===== src/rtl/ram_ctrl_pkg.sv =====
// Shared types and defaults for the RAM port arbiter: FSM state encoding,
// bus width defaults and a grant-index width helper.
package ram_ctrl_pkg;

  localparam int unsigned ADDR_W_DEF    = 32;
  localparam int unsigned DATA_W_DEF    = 32;
  localparam int unsigned RAM_DEPTH_DEF = 32;
  localparam int unsigned STATE_W       = 2;

  typedef enum logic [STATE_W-1:0] {
    ST_IDLE    = 2'd0,
    ST_ACCESS  = 2'd1,
    ST_CAPTURE = 2'd2,
    ST_RESP    = 2'd3
  } state_e;

  // Width of a requester index; never below one bit.
  function automatic int unsigned idx_width(input int unsigned n);
    return (n <= 2) ? 1 : $clog2(n);
  endfunction

endpackage


===== src/rtl/rr_arbiter.sv =====
// Combinational N-way round-robin grant. Searches from last_i+1 (mod N_REQ);
// the pointer register itself lives in the parent.
module rr_arbiter
  import ram_ctrl_pkg::*;
#(
  parameter int unsigned N_REQ = 2,
  localparam int unsigned IDX_W = idx_width(N_REQ)
) (
  input  logic [N_REQ-1:0] req_i,
  input  logic [IDX_W-1:0] last_i,
  output logic [N_REQ-1:0] gnt_c,
  output logic [IDX_W-1:0] idx_c,
  output logic             any_c
);

  int unsigned slot;
  logic        found;

  always_comb begin
    gnt_c = '0;
    idx_c = '0;
    found = 1'b0;
    slot  = 0;
    for (int unsigned k = 1; k <= N_REQ; k++) begin
      slot = (32'(last_i) + k) % N_REQ;
      if (!found && req_i[IDX_W'(slot)]) begin
        found                = 1'b1;
        gnt_c[IDX_W'(slot)]  = 1'b1;
        idx_c                = IDX_W'(slot);
      end
    end
    any_c = found;
  end

endmodule


===== src/rtl/ram_port_arbiter.sv =====
// Shares one single-port RAM between N_REQ valid/ready requesters, one
// transaction in flight, with address range checking and registered read data.
module ram_port_arbiter
  import ram_ctrl_pkg::*;
#(
  parameter int unsigned N_REQ     = 2,
  parameter int unsigned ADDR_W    = ADDR_W_DEF,
  parameter int unsigned DATA_W    = DATA_W_DEF,
  parameter int unsigned RAM_DEPTH = RAM_DEPTH_DEF
) (
  input  logic                    clk,
  input  logic                    rst_n,
  input  logic [N_REQ-1:0]        req_valid,
  output logic [N_REQ-1:0]        req_ready,
  input  logic [N_REQ-1:0]        req_wr,
  input  logic [N_REQ*ADDR_W-1:0] req_addr,
  input  logic [N_REQ*DATA_W-1:0] req_wdata,
  output logic [N_REQ-1:0]        resp_valid,
  output logic [DATA_W-1:0]       resp_rdata,
  output logic                    resp_err,
  output logic [DATA_W-1:0]       ram_data,
  output logic [ADDR_W-1:0]       ram_addr,
  output logic                    ram_wr,
  input  logic [DATA_W-1:0]       ram_q,
  input  logic                    ram_state
);

  localparam int unsigned IDX_W = idx_width(N_REQ);

  state_e              state_q, state_d;
  logic [IDX_W-1:0]    last_q, last_d;
  logic [IDX_W-1:0]    owner_q, owner_d;
  logic                wr_q, wr_d;
  logic [ADDR_W-1:0]   ram_addr_q, ram_addr_d;
  logic [DATA_W-1:0]   ram_data_q, ram_data_d;
  logic                ram_wr_q, ram_wr_d;
  logic [N_REQ-1:0]    resp_valid_q, resp_valid_d;
  logic                resp_err_q, resp_err_d;
  logic [DATA_W-1:0]   resp_rdata_q, resp_rdata_d;

  logic [N_REQ-1:0]    req_ready_c;
  logic [N_REQ-1:0]    gnt_c;
  logic [IDX_W-1:0]    gnt_idx_c;
  logic                gnt_any_c;
  logic                sel_wr_c;
  logic [ADDR_W-1:0]   sel_addr_c;
  logic [DATA_W-1:0]   sel_wdata_c;
  logic                in_range_c;

  rr_arbiter #(
    .N_REQ (N_REQ)
  ) u_rr_arbiter (
    .req_i  (req_valid),
    .last_i (last_q),
    .gnt_c  (gnt_c),
    .idx_c  (gnt_idx_c),
    .any_c  (gnt_any_c)
  );

  // Payload of the requester that would win this cycle.
  assign sel_wr_c    = req_wr[gnt_idx_c];
  assign sel_addr_c  = req_addr[32'(gnt_idx_c)*ADDR_W +: ADDR_W];
  assign sel_wdata_c = req_wdata[32'(gnt_idx_c)*DATA_W +: DATA_W];
  assign in_range_c  = sel_addr_c < ADDR_W'(RAM_DEPTH);

  always_comb begin
    state_d      = state_q;
    last_d       = last_q;
    owner_d      = owner_q;
    wr_d         = wr_q;
    ram_addr_d   = ram_addr_q;
    ram_data_d   = ram_data_q;
    ram_wr_d     = 1'b0;
    resp_valid_d = '0;
    resp_err_d   = resp_err_q;
    resp_rdata_d = resp_rdata_q;
    req_ready_c  = '0;

    unique case (state_q)
      ST_IDLE: begin
        if (gnt_any_c) begin
          req_ready_c = gnt_c;
          last_d      = gnt_idx_c;
          owner_d     = gnt_idx_c;
          wr_d        = sel_wr_c;
          if (in_range_c) begin
            // RAM bus only moves for legal addresses; errors leave it untouched.
            ram_addr_d = sel_addr_c;
            ram_data_d = sel_wdata_c;
            ram_wr_d   = sel_wr_c;
            resp_err_d = 1'b0;
            state_d    = ST_ACCESS;
          end else begin
            resp_err_d   = 1'b1;
            resp_rdata_d = '0;
            resp_valid_d = gnt_c;
            state_d      = ST_RESP;
          end
        end
      end
      ST_ACCESS: begin
        state_d = ST_CAPTURE;
      end
      ST_CAPTURE: begin
        if (ram_state) begin
          resp_rdata_d = wr_q ? '0 : ram_q;
          resp_valid_d = N_REQ'(1) << owner_q;
          state_d      = ST_RESP;
        end
      end
      ST_RESP: begin
        state_d = ST_IDLE;
      end
      default: begin
        state_d = ST_IDLE;
      end
    endcase
  end

  // Pointer resets to the last slot so requester 0 wins first.
  always_ff @(posedge clk or negedge rst_n) begin
    if (!rst_n) begin
      state_q      <= ST_IDLE;
      last_q       <= IDX_W'(N_REQ - 1);
      owner_q      <= '0;
      wr_q         <= 1'b0;
      ram_addr_q   <= '0;
      ram_data_q   <= '0;
      ram_wr_q     <= 1'b0;
      resp_valid_q <= '0;
      resp_err_q   <= 1'b0;
      resp_rdata_q <= '0;
    end else begin
      state_q      <= state_d;
      last_q       <= last_d;
      owner_q      <= owner_d;
      wr_q         <= wr_d;
      ram_addr_q   <= ram_addr_d;
      ram_data_q   <= ram_data_d;
      ram_wr_q     <= ram_wr_d;
      resp_valid_q <= resp_valid_d;
      resp_err_q   <= resp_err_d;
      resp_rdata_q <= resp_rdata_d;
    end
  end

  assign req_ready  = req_ready_c;
  assign resp_valid = resp_valid_q;
  assign resp_err   = resp_err_q;
  assign resp_rdata = resp_rdata_q;
  assign ram_addr   = ram_addr_q;
  assign ram_data   = ram_data_q;
  assign ram_wr     = ram_wr_q;

endmodule


===== config.mk =====
export PLATFORM = sky130hd
export DESIGN_NAME = ram_port_arbiter
export DESIGN_NICKNAME = d
export VERILOG_FILES = /design/src/rtl/ram_ctrl_pkg.sv /design/src/rtl/rr_arbiter.sv /design/src/rtl/ram_port_arbiter.sv
export SDC_FILE = /design/constraint.sdc
export NUM_CORES = 1
export LEC_CHECK = 0
export CORE_UTILIZATION = 35
export CTS_BUF_LIST = sky130_fd_sc_hd__clkbuf_2 sky130_fd_sc_hd__clkbuf_4 sky130_fd_sc_hd__clkbuf_8
export DETAILED_ROUTE_END_ITERATION = 10
export GPL_TIMING_DRIVEN = 0
export PLACE_DENSITY = 0.78
export SETUP_SLACK_MARGIN = 0.3
export SYNTH_ARGS = -nofsm -noshare
export SYNTH_HDL_FRONTEND = slang
export SYNTH_SLANG_ARGS = --single-unit

===== constraint.sdc =====
create_clock -name clk -period 2 [get_ports clk]
set_clock_uncertainty 0.1 [all_clocks]
set_input_delay 0.3 -clock clk [delete_from_list [all_inputs] [get_ports clk]]
set_output_delay 0.3 -clock clk [all_outputs]
set_load 0.02 [all_outputs]

==> qor.txt <==
Outcome: complete, but fails checks
Failing checks: setup timing
Setup Viol. Count Final: 98
Hold_sp: req_valid[1]
Final min period: 2.37 ns
Worst-path fanout max: 10
Adder-cell share of the synthesized area: 0.551%
Post-synth top area share: 57.3%
RSZ-0062 raised after global routing: true
CP endpoint kind: flop
CTS buffer count: 9
Worst slew margin: 53.5%
Post-Synth Simple-Gate Area: 8.29%
Number of max-cap violations: 0
First-pass GRT wire length: 20900 um
Root buffer cell: clkbuf_8
Clk_lat worst skew: 0.38 ns
Worst hold slack: 0.377 ns
DR vias/cell: 4.72
CP Cell Sequence: clkdlybuf4s50_1 > a21boi_4 > buf_6 > buf_4 > mux2_4 > nor3_4 > buf_6 > buf_12 > mux2_4
Final hold viol count: 0
Initial Util: 36.0%
Die X: 116 um
Total Power: 0.00652 W
Top delay family on crit path: buffers and inverters
Fill cell count: 1006
GP Congestion: 0.884
GRT overflow: 0
CTS clk-pin slew, worst paths: 0.10 ns
Crit Path Category: in2reg
Vias: 3760
Leak Pwr: 3.99 nW
Starting DRT DRC Count: 114
ANT nets after route: 0
Final Cycle Share: 118%
Worst-margin pin slew: 0.697 ns
Compound-Gate Fraction of Synth Area: 8.31%
WP data required: 2.17 ns
Flops & latches, synth: 105
Avg Cell Area, Syn: 14.2 um2
Buffer and inverter count on the worst path: 5
Top cells by area, synth: dfrtp_1, mux2_2, mux2_4
DR WL/cell: 17.5 um
Delay of the slowest critical-path stage: 0.54 ns
Worst R2R Setup Slack: -0.33 ns
I/O pin count: 269
Area grow syn2layout: 76.6%
DP Area: 7560 um2
Pin count of the biggest net entering global routing: 54
Gr usage total: 20.9%
Detailed placement HPWL: 10300 um
XOR/XNOR Fraction of Synth Area: 0%
# rows: 41
Worst setup startpoint: req_valid[0]
Antenna diodes: 0
Final routed DRC violation total: 0
Worst setup SP type: input port
Die height: 116 um
Core Box Area: 12600 um2
Die area: 13400 um2
Critical path's slowest cell: clkdlybuf4s50_1
Synthesized cell area: 4540 um2
Reg2reg start: last_q$_DFFE_PN1P_
Mapped Cells: 319
Final instance area: 8030 um2
Unique masters post-synth: 30
Mux share of post-synthesis cell area: 21.5%
Final nets: 788
First-pass detailed-route iteration total: 4
CTS tree: yes
Critical path arrival: 2.54 ns
Combinational family with the most area after synthesis: multiplexers
Fmax: 0.422 GHz
CTS max path bufs: 2
Syn nets: 488
Yosys warns: 0
Final setup margin: -0.368 ns
Worst min path class: in2reg
Layout cell share with drive strength beyond 1: 25.8%
Peak supply drop: 0.632 mV
Initial antenna violation count: 0
CTS sink cnt: 105
Vias in the first global route: 3998
Synth area leader: dfrtp_1
Final wirelength: 13900 um
Power density over cell area: 813 nW/um2
Sequential share of the synthesized area: 57.8%
CTS H-Tree Depth: 3
PortBufs: 268
Slew Viols, Final: 0
## sequential cells by signal, summed over array words and instances, names as in the netlist
name        count
ram_addr       32
ram_data       32
resp_rdata     32
resp_valid      2
state_q         2
last_q          1
owner_q         1
ram_wr          1
resp_err        1
wr_q            1
## through the flow
| step | std cells | utilization (%) | worst slack, ns | setup TNS (ns) |
|---|---|---|---|---|
| 2_1_floorplan | 319 | - | -0.00283 | -0.0849 |
| 3_3_place_gp | 759 | 59.7 | -3.34 | -415.83 |
| 3_5_place_dp | 760 | 59.9 | -0.975 | -71.27 |
| 4_1_cts | 792 | 62.3 | -0.341 | -25.10 |
| 5_1_grt | 796 | 63.6 | -0.442 | -37.53 |
| 6_report | 796 | 63.6 | -0.368 | -29.91 |
## routing by layer
| layer | track usage, % | vias to the layer above | routed length [um] |
|---|---|---|---|
| li1 | - | 1749 | - |
| met1 | 24.6 | 1852 | 5560 |
| met2 | 36.1 | 141 | 7180 |
| met3 | 6.85 | 18 | 909 |
| met4 | 6.32 | 0 | 255 |
| met5 | 0 | - | 0 |
## layout by cell type, fill, tap and decap left out, types with 2 or more instances in the layout
cell and n:
a21oi_1 2, a22o_1 33, buf_12 3, buf_4 15
buf_6 15, bufinv_16 2, clkbuf_16 2, clkbuf_8 9
clkdlybuf4s50_1 164, clkinv_4 2, dfrtp_1 104, dlygate4sd2_1 101
inv_1 5, inv_6 2, mux2_2 39, mux2_4 36
mux2i_2 2, nand2_1 10, nand3_1 2, nand4_1 3
nor2_1 4, nor2b_1 19, nor2b_2 2, nor2b_4 6
nor3_1 2, nor4_1 6, nor4_2 5, nor4_4 2
o21ai_1 2, o21ai_2 3
## synthesized netlist by cell type
cell type,number
mux2_4,30
nor2b_1,27
a311o_1,1
dfstp_2,1
nor3_2,1
a21boi_4,1
buf_2,10
a311oi_2,1
buf_6,1
nor3_1,2
mux2_2,45
o21ai_1,1
nor2_1,5
nand2b_1,1
inv_1,6
nand2_1,10
o21ai_0,5
a22o_1,33
ha_1,2
mux2i_1,2
and2_1,1
buf_1,1
dfrtp_1,104
nor4_1,13
a21oi_1,3
nand3_1,2
nand4_1,3
nand4b_1,1
buf_12,3
clkbuf_1,3
## tightest hold or removal path: stages
cell,delay [ns]
dlygate4sd2_1,0.32
a21oi_2,0.11
o21ai_2,0.04
o21ai_1,0.05
## power by group
part | internal, W | switching [W] | leakage [nW] | total, W
registers | 0.00243 | 0.000160 | 1.42 | 0.00259
logic | 0.00124 | 0.00122 | 2.46 | 0.00246
clock network | 0.000716 | 0.000761 | 0.114 | 0.00148
total | 0.00438 | 0.00214 | 3.99 | 0.00652
## cells by family after synthesis
group | count (synthesis)
adders and majority gates | 2
and+or+nand+nor | 66
AOI/OAI and AO/OA | 45
buffers and inverters | 24
muxes | 77
DFF | 105
## layout make-up
cell class,count,area (um2),share of cell area (%)
multi-input cells,190,1940,24.2
flip-flops and latches,105,2630,32.8
well taps,172,215,2.68
plain buffers,18,198,2.46
clock buffers,9,124,1.54
inverters,6,22.5,0.281
clock inverters,7,100,1.25
repair buffers,289,2800,34.9
## path summary, 6_finish.rpt
path / endpoint / cells past startpoint
worst max-delay path: ram_data[9]$_DFFE_PN0P_ / 9
worst min-delay path: resp_valid[0]$_DFF_PN0_ / 4
worst max register to register: ram_data[9]$_DFFE_PN0P_ / 9
worst min register to register: wr_q$_DFFE_PN0P_ / 2
max in group asynchronous: ram_addr[26]$_DFFE_PN0P_ / 3
min in group asynchronous: resp_rdata[13]$_DFFE_PN0P_ / 2
## repair_timing
action / CTS / global route
pin swaps: 4 / 1
resized for setup: 136 / 27
hold endpoints to repair: 51 / 0
gates cloned: 1 / 2
endpoints found under the setup margin: 206 / 105
hold buffers: 1 / 0
setup buffers: 14 / 2
(Power assumes the default switching activity.)
==> variant 1, RTL diff (config.mk and constraints unchanged) <==
The 4 states of `state_e` get a one-hot encoding in 4 bits.
--- a/src/rtl/ram_ctrl_pkg.sv
+++ b/src/rtl/ram_ctrl_pkg.sv
@@ -9,7 +9,7 @@
 
-  typedef enum logic [STATE_W-1:0] {
-    ST_IDLE    = 2'd0,
-    ST_ACCESS  = 2'd1,
-    ST_CAPTURE = 2'd2,
-    ST_RESP    = 2'd3
+  typedef enum logic [3:0] {
+    ST_IDLE    = 4'b0001,
+    ST_ACCESS  = 4'b0010,
+    ST_CAPTURE = 4'b0100,
+    ST_RESP    = 4'b1000
   } state_e;
Behaviour: no difference found for any inputs over 4 cycles, from zero or initial values and one cycle with rst_n low; so few cycles prove little.
==> variant 1 against the unedited design <==
  * The run still ends with negative setup slack left
  * Sequential cell count increased by 2
  * Maximum frequency is 9.3% higher
  * Hold slack got worse by 65 ps
  * Die area down 2.5%
  * Final area down 2.6%
  * Area after synthesis is 2.6% lower
  * Setup slack improved by 200 ps
  * Non-clock buffer count down 4
  * Total power down 24%
  * Wire length about the same
==> variant 1: results <==
[yosys]
synth_compound_area_share_pct = 8.67
synth_fa_ha_area_share_pct = 0
synth-xor-area-share_pct = 0.198
yosys-top-cells-count = "dfrtp_1 (105), mux2_2 (75), a22o_1 (32)"
ys_types = 34
syn_nets = 484
syn_area_per_cell_um2 = 14.0
synth.area.top_cells = "dfrtp_1 (59%), mux2_2 (19%), a22o_1 (6.3%)"

[grt]
first_global_vias = 4113
grt_use_met3_pct = 8.42
grt_use_met2_pct = 40.1
grt_pass1_wl_um = 21300
grt_max_degree = 62
track_usage_pct = 21.6

[worst_setup_path]
critPathTopFamily = "multiplexers"
r2r_start = "last_q"
reg2reg_slack_ps = -160
path_max_fanout = 7
rr_worst_depth = 6
worstPathArrival_ps = 2330
worstSetupEndpoint = "ram_data[5]"

[cells_and_area]
fillCellCount = 997
num-nets-final = 781

[place]
globalplace.congestion = 0.792
preCtsSetupSlack_ps = -1120
dpl.hpwl_um = 10200
dp_cells = 754

[routing]
vias = 3763
wl_per_cell_um = 17.7
first_iter_violations = 107
met3_length_um = 1210
wl_met2_um = 7550
m1WireLength_um = 4910

[sta]
worstMarginPinSlew_ps = 626
setup_ws_ps = -166
fin_setup_tns_ps = -11170
setup_violations = 99

[status]
failed_checks = "negative setup slack"
status = "finished, violations left"

[power_and_ir_drop]
cellInternalPower_w = 0.00357
irDropWorstVdd_mv = 0.502

[clock_network]
cts_setup_buffers = 10
ctsResizeCount = 147
## variant 1: tightest hold or removal path, delay by kind of cell
kind            cells  cell delay [ps]
simple gates        2              160
compound gates      1              160
buf+inv             1              170
## variant 1: worst min path at each step
stage	to	depth (start not counted)	start	slack (ps)
final	last_q	4	req_valid[1]	310
after global routing	last_q	4	req_valid[1]	310
after CTS	ram_data[10]	2	rst_n	370
after detailed placement	ram_data[10]	1	rst_n	260
after global placement	state_q[2]	1	state_q[3]	360
after floorplan	owner_q	0	rst_n	-100
## variant 1: stage by stage
step	instance area, um2	hold slack (ps)	power, W
6_report	7810	312	0.00493
5_1_grt	7810	309	0.00517
4_1_cts	7780	366	0.00498
3_5_place_dp	7420	259	0.00333
3_3_place_gp	7400	363	0.00330
2_1_floorplan	4500	-95.6	0.00277
## variant 1: cells by family (layout without fill, tap and decap cells)
| group | after synthesis | in the layout |
|---|---|---|
| DFF | 107 | 107 |
| buffers and inverters | 23 | 325 |
| and+or+nand+nor | 64 | 64 |
| xor gates and xnor gates | 1 | 1 |
| AOI/OAI and AO/OA | 46 | 46 |
| muxes | 76 | 76 |
## variant 1: power groups by stage
stage                     combinational, W  sequential [W]  clock (W)
final                              0.00138         0.00228    0.00127
after global routing               0.00147         0.00229    0.00141
after CTS                          0.00137         0.00228    0.00133
after detailed placement          0.000999         0.00233          0
after global placement            0.000972         0.00233          0
after floorplan                   0.000428         0.00234          0
## variant 1: layout make-up
type / count / area [um2] / share of cell area [%]
plain buffers: 17 / 175 / 2.24
flip-flops and latches: 107 / 2680 / 34.3
inverters: 6 / 22.5 / 0.288
clock inverters: 6 / 47.5 / 0.608
repair buffers: 286 / 2800 / 35.8
multi-input cells: 187 / 1740 / 22.3
clock buffers: 10 / 138 / 1.76
well taps: 168 / 210 / 2.69
==> variant 2, RTL diff (same settings) <==
Without the edit above. The package constant `ADDR_W_DEF` goes from 32 to 36.
--- a/src/rtl/ram_ctrl_pkg.sv
+++ b/src/rtl/ram_ctrl_pkg.sv
@@ -4,3 +4,3 @@
 
-  localparam int unsigned ADDR_W_DEF    = 32;
+  localparam int unsigned ADDR_W_DEF    = 36;
   localparam int unsigned DATA_W_DEF    = 32;
Interface: changed (resized ram_addr and req_addr); port bits go from 269 to 281. The function was not compared with the original's and may differ.
==> variant 2 against the unedited design <==
  * The run still ends with negative setup slack left
  * Setup slack better by 78 ps
  * Area after synthesis about the same
  * Final area up 3.5%
  * Total power up 1.6%
  * Final cell count up 3.5%
  * Sequential cell count up 4
  * Wire length up 1.1%
  * Via count up 5.3%
  * Sequential share of layout area up 0.10 points
  * Critical path type is now flip-flop to flip-flop
==> variant 2: results <==
[status]
status = "finished, violations left"
failed_checks = "negative setup slack"

[place]
dpl.hpwl_um = 10500
globalplace.congestion = 0.762
preCtsSetupSlack_ps = -1100
dp_cells = 781
place_area_mm2 = 0.00765
io_buffers = 280

[cells_and_area]
drive_gt1_share_pct = 23.5
fillCellCount = 1019

[grt]
track_usage_pct = 20.4
grt_use_met3_pct = 5.23
grtUsageMet1_pct = 24.9
grt_use_met2_pct = 34.8
first_global_vias = 4049
grt_pass1_wl_um = 20500
grt_max_degree = 60

[power_and_ir_drop]
leakage_nw = 4.16
swShare_pct = 33.7
pwr-share-seq_pct = 40.3
p_clk_share_pct = 19.8
irDropWorstVdd_mv = 0.548

[sta]
setup_ws_ps = -290
worstMarginPinSlew_ps = 706
setup_violations = 101

[yosys]
yosys-top-cells-count = "dfrtp_1 (108), mux2_2 (69), a22o_1 (34)"
syn_nets = 505
ys_types = 36
syn_area_per_cell_um2 = 13.9

[routing]
met3_length_um = 990
m1WireLength_um = 5690
wl_met2_um = 7180
via_per_inst = 4.81
first_iter_violations = 160

[clock_network]
clk_pin_slew_ps = 100

[hold_path]
hold_start = "req_valid[0]"
hold_depth = 3

[worst_setup_path]
cp-start-kind = "flip-flop"
variant 2: per-stage QoR:
step                utilization [%]  power [W]
finish                         65.8    0.00662
global route                   65.8    0.00701
CTS                            63.6    0.00663
detailed placement             60.6    0.00522
global placement               60.5    0.00513
floorplan                         -    0.00404
variant 2: layout make-up:
cell class / instances / area (um2) / area share, %
Clock inverter: 6 / 53.8 / 0.648
Sequential cell: 109 / 2730 / 32.9
Timing Repair Buffer: 308 / 3000 / 36.2
Tap cell: 172 / 215 / 2.59
Multi-Input combinational cell: 196 / 1930 / 23.3
Buffer: 18 / 214 / 2.58
Inverter: 5 / 18.8 / 0.226
Clock buffer: 10 / 138 / 1.66
variant 2: critical path, cell delays in order (launching register included):
cell       delay (ps)
dfstp_2           580
a21boi_4           70
buf_6             140
buf_6             130
nor3_4            210
a31oi_4            60
nor3_4            250
buf_6             180
clkbuf_16         160
mux2_4            290
variant 2: path summary, 6_finish.rpt:
path	end	slack [ps]
worst min-delay path	resp_valid[0]	390
worst min register to register	wr_q	390
worst max-delay path	ram_data[23]	-290
worst max register to register	ram_data[23]	-290
min in group asynchronous	ram_addr[26]	400
max in group asynchronous	last_q	640
variant 2: cells by family (layout without fill, tap and decap cells):
kind of cell	Yosys count	after routing	share of synthesized area [%]
DFF	109	109	60.0
muxes	75	75	18.5
and+or+nand+nor	71	71	9.30
AOI/OAI and AO/OA	48	48	8.72
buffers and inverters	23	347	2.86
adders and majority gates	2	2	0.550
variant 2: repair_timing:
item | CTS | global route
cloned | 3 | 4
buffers inserted | 16 | 3
setup endpoints to repair | 213 | 107
resized for setup | 164 | 40
endpoints found under the hold margin | 50 | 0
pin swaps | 5 | 9
hold buffers | 1 | 0
